$ cat config.mk
export PLATFORM = sky130hd
export DESIGN_NAME = snoop_req_queue
export DESIGN_NICKNAME = d
export VERILOG_FILES = /design/src/rtl/snoop_req_queue.sv
export SDC_FILE = /design/constraint.sdc
export NUM_CORES = 1
export LEC_CHECK = 0
export CORE_ASPECT_RATIO = 1.1
export CORE_MARGIN = 2
export CORE_UTILIZATION = 30
export CTS_BUF_LIST = sky130_fd_sc_hd__clkbuf_16
export CTS_CLUSTER_SIZE = 20
export DETAILED_ROUTE_END_ITERATION = 7
export GPL_TIMING_DRIVEN = 0
export HOLD_SLACK_MARGIN = 0.06
export PLACE_DENSITY_LB_ADDON = 0.1
export SETUP_SLACK_MARGIN = 0.1
export SLEW_MARGIN = 20
export SYNTH_ARGS = -nofsm -noshare
export SYNTH_HDL_FRONTEND = slang
export SYNTH_SLANG_ARGS = --single-unit
$ cat constraint.sdc
create_clock -name clk_i -period 6.7 [get_ports clk_i]
set_clock_uncertainty 0.05 [all_clocks]
set_input_delay 1.34 -clock clk_i [delete_from_list [all_inputs] [get_ports clk_i]]
set_output_delay 1.34 -clock clk_i [all_outputs]
set_load 0.02 [all_outputs]
$ cat src/rtl/snoop_req_queue.sv
// Snoop request queue: buffers ACE AC snoops ahead of the D-cache snoop controller.
// Define SNOOP_REQ_QUEUE_BYPASS_EN to allow same-cycle bypass when the queue is empty.
module snoop_req_queue #(
    parameter int unsigned DEPTH           = 4,
    parameter int unsigned MAX_OUTSTANDING = 1,
    parameter int unsigned LINE_OFFSET     = 4
) (
    input  logic                    clk_i,
    input  logic                    rst_ni,
    input  logic                    ac_valid_i,
    output logic                    ac_ready_o,
    input  logic [63:0]             ac_addr_i,
    input  logic [3:0]              ac_snoop_i,
    input  logic [2:0]              ac_prot_i,
    output logic                    ac_valid_o,
    input  logic                    ac_ready_i,
    output logic [63:0]             ac_addr_o,
    output logic [3:0]              ac_snoop_o,
    output logic [2:0]              ac_prot_o,
    input  logic                    cr_done_i,
    input  logic                    flushing_i,
    input  logic                    amo_valid_i,
    input  logic [63:0]             amo_addr_i,
    output logic [$clog2(DEPTH):0]  fill_o,
    output logic                    busy_o,
    output logic                    stall_o
);

    localparam int unsigned PtrW = $clog2(DEPTH);
    localparam int unsigned CntW = $clog2(MAX_OUTSTANDING + 1);
    localparam logic [PtrW:0]   FullFill = DEPTH[PtrW:0];
    localparam logic [CntW-1:0] MaxCnt   = MAX_OUTSTANDING[CntW-1:0];

    typedef struct packed {
        logic [63:0] addr;
        logic [3:0]  snoop;
        logic [2:0]  prot;
    } entry_t;

    typedef enum logic [1:0] {StIdle, StHeadWait, StPresent} state_e;

    entry_t          mem_q [DEPTH];
    logic [PtrW-1:0] wr_ptr_q, wr_ptr_d, rd_ptr_q, rd_ptr_d;
    logic [PtrW:0]   fill_q, fill_d;
    logic [CntW-1:0] cnt_q, cnt_d;
    state_e          state_q, state_d;

    entry_t head, in_entry, out_entry;
    logic   at_max, head_blocked;
    logic   valid, stall, hs, push, pop;
    logic   bypass_take;

    // Byte-offset bits of the AMO address never take part in the line compare.
    logic unused_amo_offset;
    assign unused_amo_offset = ^amo_addr_i[LINE_OFFSET-1:0];

    assign in_entry = '{addr: ac_addr_i, snoop: ac_snoop_i, prot: ac_prot_i};
    assign head     = mem_q[rd_ptr_q];
    assign at_max   = (cnt_q == MaxCnt);

    assign head_blocked = flushing_i | at_max |
        (amo_valid_i & (amo_addr_i[63:LINE_OFFSET] == head.addr[63:LINE_OFFSET]));

`ifdef SNOOP_REQ_QUEUE_BYPASS_EN
    logic in_blocked;
    assign in_blocked = flushing_i | at_max |
        (amo_valid_i & (amo_addr_i[63:LINE_OFFSET] == ac_addr_i[63:LINE_OFFSET]));
`endif

    // Ready depends on registered occupancy only, never on ac_valid_i.
    assign ac_ready_o = (fill_q != FullFill);

    always_comb begin
        state_d     = state_q;
        valid       = 1'b0;
        stall       = 1'b0;
        out_entry   = head;
        bypass_take = 1'b0;

        unique case (state_q)
            StIdle: begin
`ifdef SNOOP_REQ_QUEUE_BYPASS_EN
                if (ac_valid_i && !in_blocked && (fill_q == '0)) begin
                    valid       = 1'b1;
                    out_entry   = in_entry;
                    bypass_take = ac_ready_i;
                end
`endif
            end
            StHeadWait: begin
                if (head_blocked) begin
                    stall = 1'b1;
                end else begin
                    valid = 1'b1;
                end
            end
            StPresent: valid = 1'b1;
            default: state_d = StIdle;
        endcase

        hs   = valid & ac_ready_i;
        pop  = hs & ~bypass_take;
        push = ac_valid_i & ac_ready_o & ~bypass_take;

        wr_ptr_d = push ? wr_ptr_q + PtrW'(1) : wr_ptr_q;
        rd_ptr_d = pop  ? rd_ptr_q + PtrW'(1) : rd_ptr_q;
        fill_d   = fill_q;
        if (push && !pop) begin
            fill_d = fill_q + (PtrW + 1)'(1);
        end else if (pop && !push) begin
            fill_d = fill_q - (PtrW + 1)'(1);
        end

        if (state_q == StIdle) begin
            // A valid offer from IDLE can only be a bypass that was not taken.
            if (push) begin
                state_d = valid ? StPresent : StHeadWait;
            end
        end else if (pop) begin
            state_d = (fill_d != '0) ? StHeadWait : StIdle;
        end else if (valid) begin
            state_d = StPresent;
        end

        cnt_d = cnt_q;
        if (hs && !cr_done_i) begin
            cnt_d = cnt_q + CntW'(1);
        end else if (!hs && cr_done_i && (cnt_q != '0)) begin
            cnt_d = cnt_q - CntW'(1);
        end
    end

    always_ff @(posedge clk_i or negedge rst_ni) begin
        if (!rst_ni) begin
            state_q  <= StIdle;
            wr_ptr_q <= '0;
            rd_ptr_q <= '0;
            fill_q   <= '0;
            cnt_q    <= '0;
            for (int unsigned i = 0; i < DEPTH; i++) begin
                mem_q[i] <= '0;
            end
        end else begin
            state_q  <= state_d;
            wr_ptr_q <= wr_ptr_d;
            rd_ptr_q <= rd_ptr_d;
            fill_q   <= fill_d;
            cnt_q    <= cnt_d;
            if (push) begin
                mem_q[wr_ptr_q] <= in_entry;
            end
        end
    end

    assign ac_valid_o = valid;
    assign ac_addr_o  = out_entry.addr;
    assign ac_snoop_o = out_entry.snoop;
    assign ac_prot_o  = out_entry.prot;
    assign fill_o     = fill_q;
    assign busy_o     = (fill_q != '0) | (cnt_q != '0);
    assign stall_o    = stall;

`ifndef SYNTHESIS
    // A CR completion with nothing outstanding indicates an upstream protocol error.
    cr_done_without_outstanding: assert property (
        @(posedge clk_i) disable iff (!rst_ni) cr_done_i |-> ((cnt_q != '0) || hs));
`endif

endmodule

==> impl_metrics.env, run 1 <==
export IMPL_hold_depth=1
export IMPL_critPathKind="flop to output port"
export IMPL_drive_above_1_share_pct=33.1
export IMPL_finalHoldViolCount=0
export IMPL_worstPathArrival_ns=4.94
export IMPL_post_cts_buffers=0
export IMPL_dr_pass1_iters=5
export IMPL_period_minus_slack_ns=6.33
export IMPL_ys_ff_latch=294
export IMPL_synth_warning_count=0
export IMPL_nets=1395
export IMPL_gp_congestion=0.902
export IMPL_post_dp_cell_area_um2=17300
export IMPL_r2r_slack_ns=2.33
export IMPL_cts_resized_gates=2
export IMPL_reg2reg_to="at_max"
export IMPL_place_inst=1840
export IMPL_grt_overflow=0
export IMPL_fp_dieH_um=233
export IMPL_drt_wl_total_um=49600
export IMPL_regArea_um2=7360
export IMPL_ys_types=63
export IMPL_worstPathMaxFanout=10
export IMPL_timing_fmax_mhz=158
export IMPL_core_area_um2=46900
export IMPL_reg2reg_depth=11
export IMPL_start_util_pct=30.5
export IMPL_yosysSeqAreaShare_pct=51.4
export IMPL_path_clk_slew_ns=0.06
export IMPL_hold_buffers=0
export IMPL_p_leak_nw=7.69
export IMPL_cts_sinks=294
export IMPL_ant_nets=0
export IMPL_antenna_found_initial=11
export IMPL_synth_most_common_cell="dfrtp_1"
export IMPL_drv_cap=0
export IMPL_p_per_area_nw_per_um2=589
export IMPL_avgViaCountPerCell=5.03
export IMPL_drv_slew=0
export IMPL_drt_wirelength_per_cell_um=26.0
export IMPL_synth_edff_count=0
export IMPL_synth_top_cell_by_area="dfrtp_1"
export IMPL_hp_start="mem_q[132]"
export IMPL_final_cells=1907
export IMPL_critPathRequiredTime_ns=5.31
export IMPL_synthXorXnorAreaFrac_pct=2.51
export IMPL_cts_buffer_depth=3
export IMPL_tightestPinTransition_ns=0.996
export IMPL_avgSynthCellArea_um2=14.5
export IMPL_hpwl_um=36200
export IMPL_rsz0062_at_grt="false"
export IMPL_die_area_um2=49500
export IMPL_clock_latency_ns=0.55
export IMPL_numCtsBuffers=37
export IMPL_setup_slack_ns=0.375
export IMPL_ys_flop_type="dfrtp_1"
export IMPL_synth_top_family_by_area="multiplexers"
export IMPL_num_rows=83
export IMPL_syn_cell_area_um2=14300
export IMPL_async_flop_share_pct=100
export IMPL_first_iter_violations=630
export IMPL_synth_compound_area_share_pct=4.55
export IMPL_end_kind="output port"
export IMPL_synth_commonest_cells="dfrtp_1 (294), mux2_2 (292), mux2i_1 (74), mux4_2 (44), xor2_1 (31)"
export IMPL_grt_max_degree=94
export IMPL_synthSimpleGateAreaFrac_pct=2.52
export IMPL_routed_via_count=9583
export IMPL_grt_pass1_wl_um=71300
export IMPL_reg2reg_from="rd_ptr_q[1]"
export IMPL_start_kind="flop"
export IMPL_slew_headroom_pct=33.6
export IMPL_hold_path_end="mem_q[132]"
export IMPL_netlist_instances=985
export IMPL_synth_net_count=1138
export IMPL_muxShareOfSynthArea_pct=35.4
export IMPL_setup_viol=0
export IMPL_status="finished, final reports clean"
export IMPL_cts_tree="done"
export IMPL_synth_top_area_share_pct=51.4
export IMPL_die_w_um=212
export IMPL_synthTopCellsByArea="dfrtp_1 (51%), mux2_2 (23%), mux4_2 (6.9%)"
export IMPL_post_route_cell_area_um2=18500
export IMPL_n_fill_cell=4573
export IMPL_groute_usage_overall_pct=20.3
export IMPL_tns_ns=0
export IMPL_first_global_vias=10100
export IMPL_areaGrowthSynthToFinish_pct=29.2
export IMPL_synth_fa_ha_area_share_pct=0.962
export IMPL_irDropWorstVdd_v=0.000262
export IMPL_ioPinCount=220
export IMPL_startpoint="rd_ptr_q[1]"
export IMPL_io_buffer_count=215
export IMPL_htree_levels=2
export IMPL_cts_root_buf="clkbuf_16"
export IMPL_hold_path_class="flop to flop"
export IMPL_drcViolationCount=0
export IMPL_multi_input_area_um2=6590
export IMPL_final_period_utilization_pct=94.4
export IMPL_dp_worst_setup_slack_ns=0.520
[critical path: stages, from the launching register on]
cell	delay (ns)
dfrtp_1	0.34
buf_4	0.20
buf_6	0.24
buf_2	0.49
mux4_2	0.44
xor2_1	0.20
nor4_1	0.59
nand4_1	0.44
nor4_2	0.57
a2bb2oi_2	0.25
inv_1	0.07
clkdlybuf4s50_1	0.55
[layout by cell type (no fill, tap or decap), drive strengths merged, types with 3 or more instances in the layout]
cell type | synthesis | layout
a2111oi | 7 | 7
a211oi | 3 | 3
a21oi | 10 | 10
a221oi | 4 | 4
a22oi | 7 | 7
a2bb2oi | 8 | 8
a32oi | 3 | 3
and2 | 3 | 3
buf | 30 | 34
clkbuf | 24 | 63
clkdlybuf4s50 | 0 | 214
clkinv | 0 | 15
dfrtp | 294 | 294
ha | 11 | 11
inv | 22 | 30
mux2 | 292 | 292
mux2i | 74 | 74
mux4 | 46 | 46
nand2 | 15 | 15
nand3 | 10 | 10
nand4 | 6 | 6
nor2 | 17 | 17
nor2b | 3 | 3
nor3 | 3 | 3
nor4 | 6 | 6
o2111ai | 3 | 3
o21ai | 8 | 8
o22ai | 5 | 5
or3 | 3 | 3
xnor2 | 10 | 10
xor2 | 31 | 31
[kinds of logic (layout without fill, tap and decap cells)]
kind of cell               count (synthesis)  in the layout
AOI/OAI and AO/OA                         79             79
and+or+nand+nor                           72             72
xor gates and xnor gates                  41             41
adders and majority gates                 11             11
muxes                                    412            412
DFF                                      294            294
buffers and inverters                     76            359
other                                      0              2
[cell type report]
type / count / share of cell area, %
antenna: 2 / 0.0271
buffer: 54 / 1.58
clock buffer: 39 / 5.28
clock inverter: 26 / 0.785
inverter: 22 / 0.447
multi-input combinational: 615 / 35.7
sequential: 294 / 39.8
tap: 637 / 4.31
timing repair buffer: 218 / 12.1
[per-layer routing]
metal / vias to the layer above / routed length [µm] / track usage (%)
met1: 4995 / 21600 / 26.5
met2: 262 / 22900 / 32.0
met4: 18 / 1400 / 6.36
met3: 87 / 3550 / 6.52
met5: - / 111 / 0
li1: 4221 / - / -
[power breakdown]
part           switching (mW)  total [mW]  internal (mW)  leakage [nW]
combinational            3.11        5.89           2.78          3.62
clock                   0.790        1.88           1.09         0.577
sequential              0.442        3.13           2.69          3.49
[metrics by stage]
step	utilization [%]	total power [mW]	hold slack, ns
2_1_floorplan	-	6.60	0.420
3_3_place_gp	36.8	9.05	0.432
3_5_place_dp	37.0	9.10	0.438
4_1_cts	39.4	11.0	0.450
5_1_grt	39.4	11.5	0.458
6_report	39.4	10.9	0.447
[worst max-delay path by stage]
stage                 endpoint  slack, ns  cells past startpoint
floorplan           ac_valid_o       2.38                      7
global placement        at_max      -9.40                      1
detailed placement  ac_valid_o       0.52                      8
CTS                 ac_valid_o       0.26                     11
global route        ac_valid_o       0.22                     11
finish              ac_valid_o       0.37                     11
[flip-flops by register name, indices dropped and copies added (netlist names)]
| signal | count |
|---|---|
| at_max | 1 |
| fill_o | 3 |
| mem_q | 284 |
| rd_ptr_q | 2 |
| state_q | 2 |
| wr_ptr_q | 2 |
Note: power is estimated with default switching activity, not from simulation.
==> run 2, diff against run 1 <==
==> constraint.sdc (replaced) <==
create_clock -name clk_i -period 5.8 [get_ports clk_i]
set_clock_uncertainty 0.05 [all_clocks]
set_input_delay 1.16 -clock clk_i [delete_from_list [all_inputs] [get_ports clk_i]]
set_output_delay 1.16 -clock clk_i [all_outputs]
set_load 0.02 [all_outputs]
==> run 2 against run 1 <==
Wire length is essentially flat. Design area rose by 0.70%. First-iteration DRC count down 9.4%. Sequential power up 16%. Worst setup slack worse by 0.12 ns. Hold slack lost 0.0010 ns. Power rose by 16%. Cell count is 0.21% higher. Critical path depth rose by 1. Clock power is 15% higher. Critical path type unchanged.
==> impl_metrics.env, run 2 (synthesis results as in run 1) <==
export IMPL_critPathRequiredTime_ns=4.59
export IMPL_cts_tree="done"
export IMPL_final_util_pct=39.7
export IMPL_core_area_um2=46900
export IMPL_grt_overflow=0
export IMPL_tightestPinTransition_ns=1.00
export IMPL_irDropWorstVdd_v=0.000303
export IMPL_p_per_area_nw_per_um2=681
export IMPL_avgViaCountPerCell=5.02
export IMPL_end_kind="output port"
export IMPL_antenna_found_initial=11
export IMPL_place_inst=1840
export IMPL_final_cells=1911
export IMPL_dr_pass1_iters=5
export IMPL_cts_buffer_depth=3
export IMPL_drive_above_1_share_pct=34.3
export IMPL_cts_sinks=294
export IMPL_hold_buffers=0
export IMPL_mostFrequentLayoutCells="dfrtp_1 (294), mux2_2 (292), clkdlybuf4s50_1 (214)"
export IMPL_slew_headroom_pct=33.3
export IMPL_fp_dieH_um=233
export IMPL_worstPathMaxFanout=10
export IMPL_path_clk_slew_ns=0.05
export IMPL_first_global_vias=10100
export IMPL_drt_wirelength_per_cell_um=25.9
export IMPL_start_util_pct=30.5
export IMPL_routed_via_count=9588
export IMPL_setup_viol=0
export IMPL_p_leak_nw=7.73
export IMPL_areaGrowthSynthToFinish_pct=30.1
export IMPL_ant_nets=0
export IMPL_die_w_um=212
export IMPL_finalPower_mw=12.7
export IMPL_drv_slew=0
export IMPL_io_buffer_count=215
export IMPL_cts_root_buf="clkbuf_16"
export IMPL_ioPinCount=220
export IMPL_start_kind="flop"
export IMPL_numCtsBuffers=37
export IMPL_hpwl_um=36200
export IMPL_num_rows=83
export IMPL_gp_congestion=0.902
export IMPL_drt_wl_total_um=49500
export IMPL_timing_fmax_mhz=180
export IMPL_n_fill_cell=4562
export IMPL_clock_latency_ns=0.55
export IMPL_die_area_um2=49500
export IMPL_first_iter_violations=571
export IMPL_critPathKind="flop to output port"
export IMPL_htree_levels=2
export IMPL_groute_usage_overall_pct=20.3
export IMPL_drcViolationCount=0
export IMPL_grt_pass1_wl_um=71400
export IMPL_rsz0062_at_grt="false"
export IMPL_finalHoldViolCount=0
export IMPL_drv_cap=0
export IMPL_worstPathArrival_ns=4.34
export IMPL_period_minus_slack_ns=5.55
export IMPL_status="finished, final reports clean"
export IMPL_largest_register="mem_q"
export IMPL_hold_path_class="flop to flop"
export IMPL_grt_max_degree=94
export IMPL_final_period_utilization_pct=95.6
export IMPL_largest_reg_flops=284
export IMPL_mostFrequentLayoutCell="dfrtp_1"
export IMPL_nets=1399
run 2: changes by cell type in the layout (fill, tap and decap cells not counted), moves of 2 or more:
cell	previous run	this run
buf_4	7	11
mux2i_1	74	69
mux2i_2	0	5
nor4_1	5	2
nor4_2	1	3
xnor2_1	10	8
xnor2_2	0	2
run 2: cell type report:
class | instances | area [µm²] | area share (%)
plain buffers | 54 | 298 | 1.60
multi-input cells | 615 | 6690 | 35.9
repair buffers | 222 | 2270 | 12.2
diodes | 2 | 5.00 | 0.0269
clock inverters | 26 | 145 | 0.780
inverters | 22 | 82.6 | 0.444
clock buffers | 39 | 976 | 5.24
well taps | 637 | 797 | 4.28
flip-flops and latches | 294 | 7360 | 39.5
run 2: critical path, stage by stage (launching register included):
cell             delay, ns
dfrtp_1               0.33
buf_6                 0.18
buf_6                 0.28
inv_2                 0.17
buf_2                 0.25
a221oi_1              0.37
o21ai_0               0.23
a2111oi_4             0.43
nand3_1               0.23
nor4_4                0.44
a2bb2oi_2             0.24
inv_1                 0.07
clkdlybuf4s50_1       0.55
run 2: through the flow:
| stage | worst slack (ns) | instance area [µm²] | setup TNS [ns] | hold slack (ns) |
|---|---|---|---|---|
| 6_report | 0.253 | 18600 | 0 | 0.446 |
| 5_1_grt | 0.112 | 18600 | 0 | 0.458 |
| 4_1_cts | 0.134 | 18600 | 0 | 0.450 |
| 3_5_place_dp | -0.148 | 17300 | -0.215 | 0.438 |
| 3_3_place_gp | -10.12 | 17300 | -2962.16 | 0.432 |
| 2_1_floorplan | 1.84 | 14300 | 0 | 0.420 |
run 2: repair_timing:
item	CTS	global route
hold endpoints to repair	0	0
resized for setup	16	4
pin swaps	2	0
buffers inserted	4	0
setup endpoints to repair	2	1
run 2: final timing paths:
path,cells past startpoint,from,end,slack (ns)
max,12,rd_ptr_q[0],ac_valid_o,0.25
min,1,mem_q[132],mem_q[132],0.45
max reg2reg,14,rd_ptr_q[1],at_max,1.82
min reg2reg,1,mem_q[132],mem_q[132],0.45
max in group asynchronous,3,rst_ni,mem_q[165],4.04
min in group asynchronous,1,rst_ni,mem_q[264],0.52
run 2: routing by layer:
metal | GRT usage, % | wire (µm) | part of all wire (%)
met5 | 0 | 111 | 0.22
met4 | 6.38 | 1430 | 2.9
met3 | 6.49 | 3700 | 7.5
met2 | 32.0 | 22900 | 46
met1 | 26.5 | 21400 | 43
run 2: report_power, final:
group	switching, mW	internal (mW)
combinational	3.63	3.25
clock	0.913	1.25
sequential	0.516	3.11
